`src/rtl/therm_pkg.sv`:
```
// Shared types and the saturating binary-to-thermometer encode used by the
// pair encoder and the downstream thermometer-to-binary stage.
package therm_pkg;

    localparam int THERM_N  = 4;
    localparam int THERM_BW = $clog2(THERM_N + 1);

    typedef enum logic [1:0] {
        EMPTY  = 2'd0,
        HOLD_A = 2'd1,
        FULL   = 2'd2
    } pair_state_t;

    typedef struct packed {
        logic                ovf;
        logic [THERM_N-1:0]  code;
    } therm_enc_t;

    // Low v bits set; values at or above THERM_N saturate to all ones and
    // values strictly above THERM_N also flag overflow.
    function automatic therm_enc_t bin2therm(input logic [THERM_BW-1:0] v);
        therm_enc_t res;
        res.ovf = (32'(v) > THERM_N);
        for (int i = 0; i < THERM_N; i++) begin
            res.code[i] = (32'(v) > i);
        end
        return res;
    endfunction

endpackage

```
`src/rtl/therm_pair_encoder.sv`:
```
// Encodes a stream of binary magnitudes to thermometer codes and pairs
// consecutive values into registered (a, b) operands for the compare stage.
module therm_pair_encoder
    import therm_pkg::*;
#(
    parameter int N  = THERM_N,
    parameter int BW = THERM_BW
) (
    input  logic          clk,
    input  logic          rst,
    input  logic          flush,
    input  logic          in_valid,
    output logic          in_ready,
    input  logic [BW-1:0] in_data,
    output logic          pair_valid,
    input  logic          pair_ready,
    output logic [N-1:0]  a,
    output logic [N-1:0]  b,
    output logic          ovf
);

    pair_state_t state_reg, state_next;
    logic [N-1:0] a_reg, b_reg;
    logic         ovf_reg;
    logic         load_a, load_b;
    logic         in_fire, pair_fire;
    therm_enc_t   enc;

    // in_ready deliberately depends on pair_ready so a full pair can be
    // replaced by a new first operand on the same edge.
    assign pair_valid = (state_reg == FULL);
    assign in_ready   = !rst && !flush && ((state_reg != FULL) || pair_ready);
    assign in_fire    = in_valid && in_ready;
    assign pair_fire  = pair_valid && pair_ready;

    always_comb begin
        enc = bin2therm(in_data);
    end

    always_comb begin
        state_next = state_reg;
        load_a     = 1'b0;
        load_b     = 1'b0;
        if (flush) begin
            state_next = EMPTY;
        end else begin
            case (state_reg)
                EMPTY: begin
                    if (in_fire) begin
                        load_a     = 1'b1;
                        state_next = HOLD_A;
                    end
                end
                HOLD_A: begin
                    if (in_fire) begin
                        load_b     = 1'b1;
                        state_next = FULL;
                    end
                end
                FULL: begin
                    if (pair_fire && in_fire) begin
                        load_a     = 1'b1;
                        state_next = HOLD_A;
                    end else if (pair_fire) begin
                        state_next = EMPTY;
                    end
                end
                default: state_next = EMPTY;
            endcase
        end
    end

    always_ff @(posedge clk) begin
        if (rst) begin
            state_reg <= EMPTY;
            a_reg     <= '0;
            b_reg     <= '0;
            ovf_reg   <= 1'b0;
        end else begin
            state_reg <= state_next;
            if (load_a) begin
                a_reg <= enc.code;
            end
            if (load_b) begin
                b_reg <= enc.code;
            end
            if (in_fire && enc.ovf) begin
                ovf_reg <= 1'b1;
            end
        end
    end

    assign a   = a_reg;
    assign b   = b_reg;
    assign ovf = ovf_reg;

endmodule
```
`config.mk`:
```
export PLATFORM = sky130hd
export DESIGN_NAME = therm_pair_encoder
export DESIGN_NICKNAME = d
export VERILOG_FILES = /design/src/rtl/therm_pkg.sv /design/src/rtl/therm_pair_encoder.sv
export SDC_FILE = /design/constraint.sdc
export NUM_CORES = 1
export LEC_CHECK = 0
export ABC_CLOCK_PERIOD_IN_PS = 2000
export CAP_MARGIN = 15
export CORE_MARGIN = 2
export CORE_UTILIZATION = 30
export DETAILED_ROUTE_END_ITERATION = 10
export PLACE_DENSITY_LB_ADDON = 0.15
export SLEW_MARGIN = 10
export SYNTH_ARGS = -nofsm -noshare
export SYNTH_HDL_FRONTEND = slang
export SYNTH_SLANG_ARGS = --single-unit
```
`constraint.sdc`:
```
create_clock -name clk -period 2 [get_ports clk]
set_input_delay 0.6 -clock clk [delete_from_list [all_inputs] [get_ports clk]]
set_output_delay 0.6 -clock clk [all_outputs]
set_load 0.01 [all_outputs]
```
==> reports/metrics.yaml, run 1 <==
status:
  status: "completed"
synth:
  netlist_top_cells_area: "dfxtp_1 (42%), nand3_1 (5.8%), a21oi_1 (4.8%)"
  ys_warn_count: 0
  yosysTopAreaCellShare: 0.4221
  ys_ff_latch: 11
  syn_nets: 65
  avgSynthCellArea_um2: 9.154
  async_flop_share: 0
  syn-cell-area_um2: 521.8
  synth_ff_type: "dfxtp_1"
  synth_fa_ha_area_frac: 0
  synthDistinctLibCells: 27
  synth_edf_count: 0
  synth-xor-area-share: 0.01679
  synth-simple-area-share: 0.3189
  syn-instance-count: 57
  synth_top_family_by_area: "simple AND/OR/NAND/NOR gates"
  muxShareOfSynthArea: 0
  synth-compound-area-share: 0.2038
  yosys.area.top_type: "dfxtp_1"
  ys_seq_area_frac: 0.4221
detailed_routing:
  wl_met3_um: 66
  routed_via_density: 5.097
  wire_per_inst_um: 12.25
  ant_nets: 0
  route.met2.wl_um: 596
  top_layer_used: "met4"
  drt_iter0_drc: 2
  dr.pass1.iters: 4
  routed_wl_um: 1262
  drt_drc_violations_left: 0
  dr_total_vias: 525
  m1WireLength_um: 587
finish:
  drive_gt1_frac: 0.2093
  finalNetCount: 95
  diodes: 0
  fillers: 181
  fin_cells: 103
  area_delta_synth_final_pct: 53.48
cts:
  clock_latency_ps: 260
  cts-root-buf: "clkbuf_4"
  ctsHoldBuffers: 0
  post_cts_buffers: 0
  cts_tree: "done"
  cts_buffers: 3
  clk_pin_slew_ps: 70
  htreeDepth: 1
  cts_sinks: 11
  cts_buffer_depth: 2
worst_setup_path:
  critical_path_class: "input port to primary output"
  critPathLaunchType: "input port"
  worstPathArrival_ps: 1310
  end_kind: "primary output"
  crit_required_ps: 1400
  reg2reg_slack_ps: 730
  critical_path.max_fanout: 2
hold_path:
  hp-class: "flip-flop to flip-flop"
grt:
  grt_usage: 0.1442
  antenna_found_initial: 0
  grt_pass1_wl_um: 2180
  grt-ovfl-total: 0
  grt_pass1_vias: 510
  grt_max_degree: 9
sta:
  worst_slew_pin_slew_ps: 400.6
  setup_viol: 0
  fin_ws_ps: 91.77
  max_freq_mhz: 524.0
  timing.final.crit_share: 0.9541
  min_period_ps: 1908
  skew_ps: 0.4591
  drv_slew: 0
  rsz0062_at_grt: "false"
  relSlewSlack: 0.7323
  hold_viol: 0
floorplan:
  die_height_um: 45.71
  core_mm2: 0.001689
  initial_core_util: 0.3089
  dieArea_mm2: 0.002089
  io_pins: 19
  die_width_um: 45.71
  placementRows: 15
power_and_ir_drop:
  cellLeakagePower_nw: 0.3288
  p_sw_frac: 0.2422
  vdd_drop_max_mv: 0.3456
  clock_power_share: 0.318
  power.internal_w: 0.0003509
  switchingPower_w: 0.0001122
  power_density_mw_per_mm2: 578.3
  combPwrFrac: 0.180
  seqPwrFrac: 0.502
place:
  hpwl_um: 978.1
  place_inst: 99
  dpl_worst_slack_ps: -484.7
  io_buffers: 18
  gp_congestion: 0.7823
job:
  maxCapViolCount: 0
[what timing repair did]
action	in CTS	in global routing
resized for setup	10	0
hold endpoints to repair	0	0
setup endpoints to repair	2	0
[area by class of cell]
| type | count | area (um2) | share of cell area |
|---|---|---|---|
| multi-input combinational | 43 | 291.5 | 0.3641 |
| clock buffer | 4 | 26.28 | 0.03281 |
| sequential | 11 | 220.2 | 0.2750 |
| timing repair buffer | 27 | 237.7 | 0.2969 |
| inverter | 1 | 3.754 | 0.004688 |
| tap | 17 | 21.27 | 0.02656 |
[critical path, cell delays in order]
cell	delay, ps
dlygate4sd2_1	250
nand2b_4	140
o21a_1	180
buf_2	140
[worst paths after layout]
check	startpoint	cells past startpoint	end
max	pair_ready	4	in_ready
min	a[0]	2	a[0]
max reg2reg	state_reg[0]	3	a[1]
min reg2reg	a[0]	2	a[0]
[kinds of logic (layout without fill, tap and decap cells)]
group | Yosys count | in the layout
flops | 11 | 11
buf+inv | 3 | 32
simple gates | 25 | 25
xor+xnor | 1 | 1
compound gates | 17 | 17
[cells in the final DEF (no fill, tap or decap), types with 2 or more instances in the layout]
master / n
dlygate4sd2_1: 4
clkbuf_4: 3
and2_1: 2
nand3b_1: 2
nor3_1: 2
o211ai_1: 3
nor2b_1: 2
o21ai_1: 3
clkdlybuf4s50_1: 13
nand3_1: 6
dfxtp_1: 11
a21oi_1: 5
o21ai_0: 2
nand2_1: 3
buf_4: 9
[power by group through the flow]
stage / Sequential [W] / Combinational, W / Clock, W
6_report: 0.000232 / 0.0000833 / 0.000147
3_3_place_gp: 0.000237 / 0.0000854 / 0
5_1_grt: 0.000233 / 0.0000913 / 0.000162
3_5_place_dp: 0.000237 / 0.0000855 / 0
2_1_floorplan: 0.000238 / 0.0000338 / 0
4_1_cts: 0.000232 / 0.0000840 / 0.000155
[stage by stage]
stage | total power (W) | util | area, um2 | hold slack, ps | TNS, ps
after floorplan | 0.0002722 | - | 521.8 | 497.9 | 0
after global placement | 0.0003224 | 0.4585 | 774.5 | 467.8 | -734.3
after detailed placement | 0.0003226 | 0.4585 | 774.5 | 469.9 | -773.1
after CTS | 0.0004711 | 0.4741 | 800.8 | 483.1 | 0
after global routing | 0.0004866 | 0.4741 | 800.8 | 498.3 | 0
final | 0.0004631 | 0.4741 | 800.8 | 478.4 | 0
[cells in the mapped netlist, drive strengths merged (2+ instances only)]
cell type	instances
a21oi	5
and2	2
buf	2
dfxtp	11
nand2	3
nand3	6
nand3b	2
nor2b	2
nor3	2
nor4b	2
o211ai	3
o21ai	5
[layer usage]
| layer | global-route usage | up-vias |
|---|---|---|
| li1 | - | 267 |
| met3 | 0.05159 | 2 |
| met5 | 0 | - |
| met2 | 0.2254 | 13 |
| met4 | 0.05143 | 0 |
| met1 | 0.1823 | 243 |
Power figures use the tool's default switching activity.
==> inputs of run 2 (changes only) <==
--- a/config.mk
+++ b/config.mk
@@ -6,11 +6,12 @@
 export NUM_CORES = 1
 export LEC_CHECK = 0
 export ABC_CLOCK_PERIOD_IN_PS = 2000
-export CAP_MARGIN = 15
+export CAP_MARGIN = 20
 export CORE_MARGIN = 2
 export CORE_UTILIZATION = 30
 export DETAILED_ROUTE_END_ITERATION = 10
 export PLACE_DENSITY_LB_ADDON = 0.15
+export SKIP_CTS_REPAIR_TIMING = 1
 export SLEW_MARGIN = 10
 export SYNTH_ARGS = -nofsm -noshare
 export SYNTH_HDL_FRONTEND = slang
==> run 2 against run 1 <==
Register-to-register slack about the same. Routed wire length about the same. Fmax up 6.9%. Clock skew up 0.71 ps. Critical path type unchanged.
==> reports/metrics.yaml, run 2 (synthesized netlist as in run 1, its figures left out) <==
worst_setup_path:
  path_cells: "dlymetal6s2s_1 > nand2b_4 > o21a_1 > clkbuf_2"
  critPathMaxStageDelay_ps: 180  # -70 ps
  critical_path_class: "input port to primary output"
  rr_endpoint: "a[1]"
  crit_required_ps: 1400  # about the same
  cp_num_cells: 4  # unchanged
  reg2reg_slack_ps: 740  # about the same
  critPathLaunchType: "input port"
  r2r.worst_path.cells: 3  # unchanged
  path_buf_inv: 2  # unchanged
  critical_path.max_fanout: 2  # unchanged
  r2r_start: "state_reg[0]"
  worstPathArrival_ps: 1180  # -130 ps
  end_kind: "primary output"
  slowest_stage: "o21a_1"
  crit_family: "buffers and inverters"
floorplan:
  die_width_um: 45.71  # unchanged
  dieArea_mm2: 0.002089  # unchanged
  io_pins: 19  # unchanged
  placementRows: 15  # unchanged
  initial_core_util: 0.3089  # unchanged
  core_mm2: 0.001689  # unchanged
  die_height_um: 45.71  # unchanged
cts:
  cts_sinks: 11  # unchanged
  clock_latency_ps: 260  # about the same
  clk_pin_slew_ps: 70  # about the same
  cts-root-buf: "clkbuf_4"
  cts_tree: "done"
  htreeDepth: 1  # unchanged
  cts_buffers: 3  # unchanged
  cts_buffer_depth: 2  # unchanged
sta:
  hold_viol: 0  # unchanged
  worst_slew_pin_slew_ps: 400.6  # +0.0002384 ps
  timing.final.crit_share: 0.8923  # -0.06183
  setup_viol: 0  # unchanged
  tns_ps: 0  # unchanged
  max_freq_mhz: 560.4  # +6.9%
  min_period_ps: 1785  # -123.7 ps
  skew_ps: 1.165  # +0.7062 ps
  relSlewSlack: 0.7323  # unchanged
  rsz0062_at_grt: "false"
  drv_slew: 0  # unchanged
power_and_ir_drop:
  vdd_drop_max_mv: 0.3339  # -3.4%
  power_density_mw_per_mm2: 566.7  # -2.0%
  cellLeakagePower_nw: 0.3655  # +11%
hold_path:
  hp-class: "flip-flop to flip-flop"
  hold_depth: 2  # unchanged
  hold_end: "a[0]"
  hp-start: "a[0]"
grt:
  grt_usage: 0.1418  # -0.002431
  grt_pass1_vias: 511  # +0.20%
  antenna_found_initial: 0  # unchanged
  met1_usage: 0.1751  # -0.007194
  grt_pass1_wl_um: 2139  # -1.9%
  grt-busiest-layer: "met2"
  grt-ovfl-total: 0  # unchanged
  met3_usage: 0.05159  # unchanged
  use_met2: 0.2254  # unchanged
  grt_max_degree: 9  # unchanged
detailed_routing:
  dr_total_vias: 522  # -0.57%
  drt_iter0_drc: 2  # unchanged
  wire_per_inst_um: 12.24  # about the same
  ant_nets: 0  # unchanged
  routed_wl_um: 1261  # about the same
  dr.pass1.iters: 4  # unchanged
  drt_drc_violations_left: 0  # unchanged
  routed_via_density: 5.068  # -0.57%
finish:
  diodes: 0  # unchanged
  fillers: 177  # -2.2%
  drive_gt1_frac: 0.2093  # unchanged
  fin_util: 0.4830  # +0.008889
  most-common-layout-cells: "clkdlybuf4s50_1 (13), dfxtp_1 (11), buf_4 (9)"
  finalNetCount: 95  # unchanged
  area_delta_synth_final_pct: 56.35
  layout_commonest_cell: "clkdlybuf4s50_1"
place:
  gp_congestion: 0.7823  # unchanged
  hpwl_um: 978.1  # unchanged
  io_buffers: 18  # unchanged
status:
  status: "completed"
job:
  maxCapViolCount: 0  # unchanged
[run 2: changes by cell type in the layout (fill, tap and decap cells not counted), sizes merged]
cell / before / now
dlygate4sd2: 4 / 0
dlymetal6s2s: 0 / 4
buf: 10 / 9
clkbuf: 4 / 5
[run 2: how the worst max path moves through the flow]
stage                          start  endpoint  slack [ps]
after floorplan                  rst  in_ready         170
after global placement    pair_ready  in_ready        -500
after detailed placement  pair_ready  in_ready        -480
after CTS                 pair_ready  in_ready        -500
after global routing        in_valid      a[2]         180
final                     pair_ready  in_ready         220
[run 2: power by group]
part           switching (W)  leakage, nW  internal, W   total, W
clock network      0.0000684       0.0150    0.0000771   0.000145
logic              0.0000363        0.261    0.0000484  0.0000847
registers         0.00000534       0.0894     0.000227   0.000232
[run 2: through the flow]
stage | cells | cell area, um2 | total power [W] | setup WS [ps] | hold WS, ps
after floorplan | 57 | 521.8 | 0.0002722 | 168.1 | 497.9
after global placement | 99 | 774.5 | 0.0003224 | -501.4 | 467.8
after detailed placement | 99 | 774.5 | 0.0003226 | -484.7 | 469.9
after CTS | 103 | 800.8 | 0.0004731 | -503.6 | 483.1
after global routing | 103 | 815.8 | 0.0004880 | 179.5 | 498.3
final | 103 | 815.8 | 0.0004623 | 215.4 | 478.2
[run 2: routing by layer]
metal / part of all wire / vias up
li1: - / 267
met1: 0.46 / 240
met2: 0.47 / 13
met3: 0.052 / 2
met4: 0.0095 / 0
met5: 0 / -
[run 2: final cells by class]
type / instances / area (um2) / share of cell area
Clock buffer: 4 / 26.28 / 0.03221
Inverter: 1 / 3.754 / 0.004601
Multi-Input combinational cell: 43 / 291.5 / 0.3574
Sequential cell: 11 / 220.2 / 0.2699
Tap cell: 17 / 21.27 / 0.02607
Timing Repair Buffer: 27 / 252.7 / 0.3098
[run 2: worst register-to-register path, cell delays in order, from the launching register on]
cell and delay (ps):
dfxtp_1 350, or4b_4 580, nor4_2 150, nor3_1 70
==> inputs of run 3 (changes only) <==
--- a/config.mk
+++ b/config.mk
@@ -7,7 +7,6 @@
 export LEC_CHECK = 0
 export ABC_CLOCK_PERIOD_IN_PS = 2000
 export CAP_MARGIN = 20
-export CORE_MARGIN = 2
 export CORE_UTILIZATION = 30
 export DETAILED_ROUTE_END_ITERATION = 10
 export PLACE_DENSITY_LB_ADDON = 0.15
==> run 3 against run 2 <==
Global-route usage increased by 0.53 points. Highest routed layer unchanged. Critical path depth decreased by 2. Setup slack got worse by 130 ps. First-iteration DRC count increased to 5.0 times the previous value. Register-to-register slack got worse by 150 ps. Sequential power about the same. Routed wire length decreased by 2.2%. Combinational power about the same. Hold slack got worse by 4.4 ps. Fmax decreased by 7.0%.
==> reports/metrics.yaml, run 3 (synthesized netlist as in run 1, its figures left out) <==
grt:
  grt-ovfl-total: 0  # unchanged
  grt_pass1_vias: 505  # -1.2%
  antenna_found_initial: 0  # unchanged
  grt_pass1_wl_um: 2104  # -1.6%
  grt_usage: 0.1472  # +0.005345
  grt_max_degree: 9  # unchanged
worst_setup_path:
  path_cells: "nor2b_1 > clkdlybuf4s50_1"
  rr_endpoint: "a[1]"
  path_buf_inv: 1  # -1
  slowest_stage: "clkdlybuf4s50_1"
  crit_required_ps: 1400  # about the same
  critical_path_class: "flip-flop to primary output"
  cp_num_cells: 2  # -2
  reg2reg_slack_ps: 590  # -150 ps
  r2r_start: "state_reg[0]"
  critPathLaunchType: "flip-flop"
  critPathMaxStageDelay_ps: 540  # +360 ps
  crit_family: "buffers and inverters"
  end_kind: "primary output"
  worstPathArrival_ps: 1320  # +140 ps
  r2r.worst_path.cells: 4  # +1
  critical_path.max_fanout: 6  # +4
detailed_routing:
  routed_via_density: 5.108  # +0.79%
  drt_iter0_drc: 10  # +8
  wire_per_inst_um: 12.09  # -1.3%
  ant_nets: 0  # unchanged
  dr_total_vias: 521  # -0.19%
  routed_wl_um: 1233  # -2.2%
  drt_drc_violations_left: 0  # unchanged
  dr.pass1.iters: 4  # unchanged
place:
  place_area_um2: 773.2  # -0.16%
  io_buffers: 18  # unchanged
  hpwl_um: 963  # -1.5%
  gp_congestion: 0.7519  # -3.9%
sta:
  whs_ps: 473.9  # -4.358 ps
  timing.final.crit_share: 0.9595  # +0.06725
  hold_viol: 0  # unchanged
  max_freq_mhz: 521.1  # -7.0%
  setup_viol: 0  # unchanged
  min_period_ps: 1919  # +134.5 ps
  rsz0062_at_grt: "false"
  relSlewSlack: 0.7507  # +0.01850
  drv_slew: 0  # unchanged
  skew_ps: 2.426  # +1.261 ps
  worst_slew_pin_slew_ps: 372.9  # -27.67 ps
finish:
  layout_commonest_cell: "clkdlybuf4s50_1"
  stdcell_area_um2: 813.3  # -0.31%
  drive_gt1_frac: 0.2209  # +0.01163
  most-common-layout-cells: "clkdlybuf4s50_1 (14), dfxtp_1 (10), buf_4 (9)"
  fin_util: 0.5217  # +0.03871
  finalNetCount: 95  # unchanged
  area_delta_synth_final_pct: 55.88
  diodes: 0  # unchanged
cts:
  cts_buffer_depth: 2  # unchanged
  cts-root-buf: "clkbuf_4"
  clock_latency_ps: 260  # about the same
  cts_tree: "done"
  cts_buffers: 3  # unchanged
  cts_sinks: 11  # unchanged
  clk_pin_slew_ps: 70  # about the same
  htreeDepth: 1  # unchanged
floorplan:
  die_height_um: 43.71  # -4.4%
  dieArea_mm2: 0.001910  # -8.6%
  die_width_um: 43.71  # -4.4%
  initial_core_util: 0.3347  # +0.02578
  core_mm2: 0.001559  # -7.7%
  placementRows: 14  # -1
  io_pins: 19  # unchanged
hold_path:
  hp-start: "b[2]"
  hp-class: "flip-flop to flip-flop"
  hold_depth: 2  # unchanged
  hold_end: "b[2]"
status:
  status: "completed"
power_and_ir_drop:
  power_density_mw_per_mm2: 567.8  # +0.19%
  vdd_drop_max_mv: 0.3621  # +8.4%
  cellLeakagePower_nw: 0.3480  # -4.8%
job:
  maxCapViolCount: 0  # unchanged
==> run 3: changes by cell type in the layout (fill, tap and decap cells not counted) <==
cell             change
buf_2                +1
clkbuf_2             -1
clkdlybuf4s50_1      +1
dfxtp_1              -1
dfxtp_2              +1
dlymetal6s2s_1       -1
==> run 3: metal layers <==
metal / up-vias / track usage / part of all wire
li1: 271 / - / -
met1: 226 / 0.1990 / 0.50
met2: 22 / 0.2149 / 0.42
met3: 2 / 0.02500 / 0.072
met4: 0 / 0.09375 / 0.0097
met5: - / 0 / 0
==> run 3: worst min-delay path, delay by kind of cell (launching register included) <==
kind             cells  cell delay [ps]
AND/OR/NAND/NOR      1               50
AO/OA/AOI/OAI        1               70
flip-flops           1              310
==> run 3: layout make-up <==
class | count | area [um2]
Fill cell | 155 | 745.7
Multi-Input combinational cell | 43 | 291.5
Sequential cell | 11 | 221.5
Timing Repair Buffer | 27 | 250.2
Tap cell | 16 | 20.02
Clock buffer | 4 | 26.28
Inverter | 1 | 3.754
==> run 3: power breakdown <==
group	internal (W)	total, W	switching, W
logic	0.0000485	0.0000849	0.0000364
clock network	0.0000770	0.000145	0.0000678
registers	0.000227	0.000232	0.00000521
==> run 3: stage by stage <==
stage / total power (W) / setup WS (ps) / TNS (ps) / cells
after floorplan: 0.0002722 / 168.1 / 0 / 57
after global placement: 0.0003221 / -504.7 / -821.6 / 98
after detailed placement: 0.0003223 / -505.6 / -796.9 / 98
after CTS: 0.0004710 / -525.3 / -525.3 / 102
after global routing: 0.0004938 / 12.09 / 0 / 102
final: 0.0004618 / 80.91 / 0 / 102
==> run 3: how the worst max path moves through the flow <==
stage | start | to | slack, ps
final | state_reg[1] | pair_valid | 80
after global placement | rst | in_ready | -500
after detailed placement | rst | in_ready | -510
after floorplan | rst | in_ready | 170
after CTS | rst | in_ready | -530
after global routing | state_reg[1] | pair_valid | 10
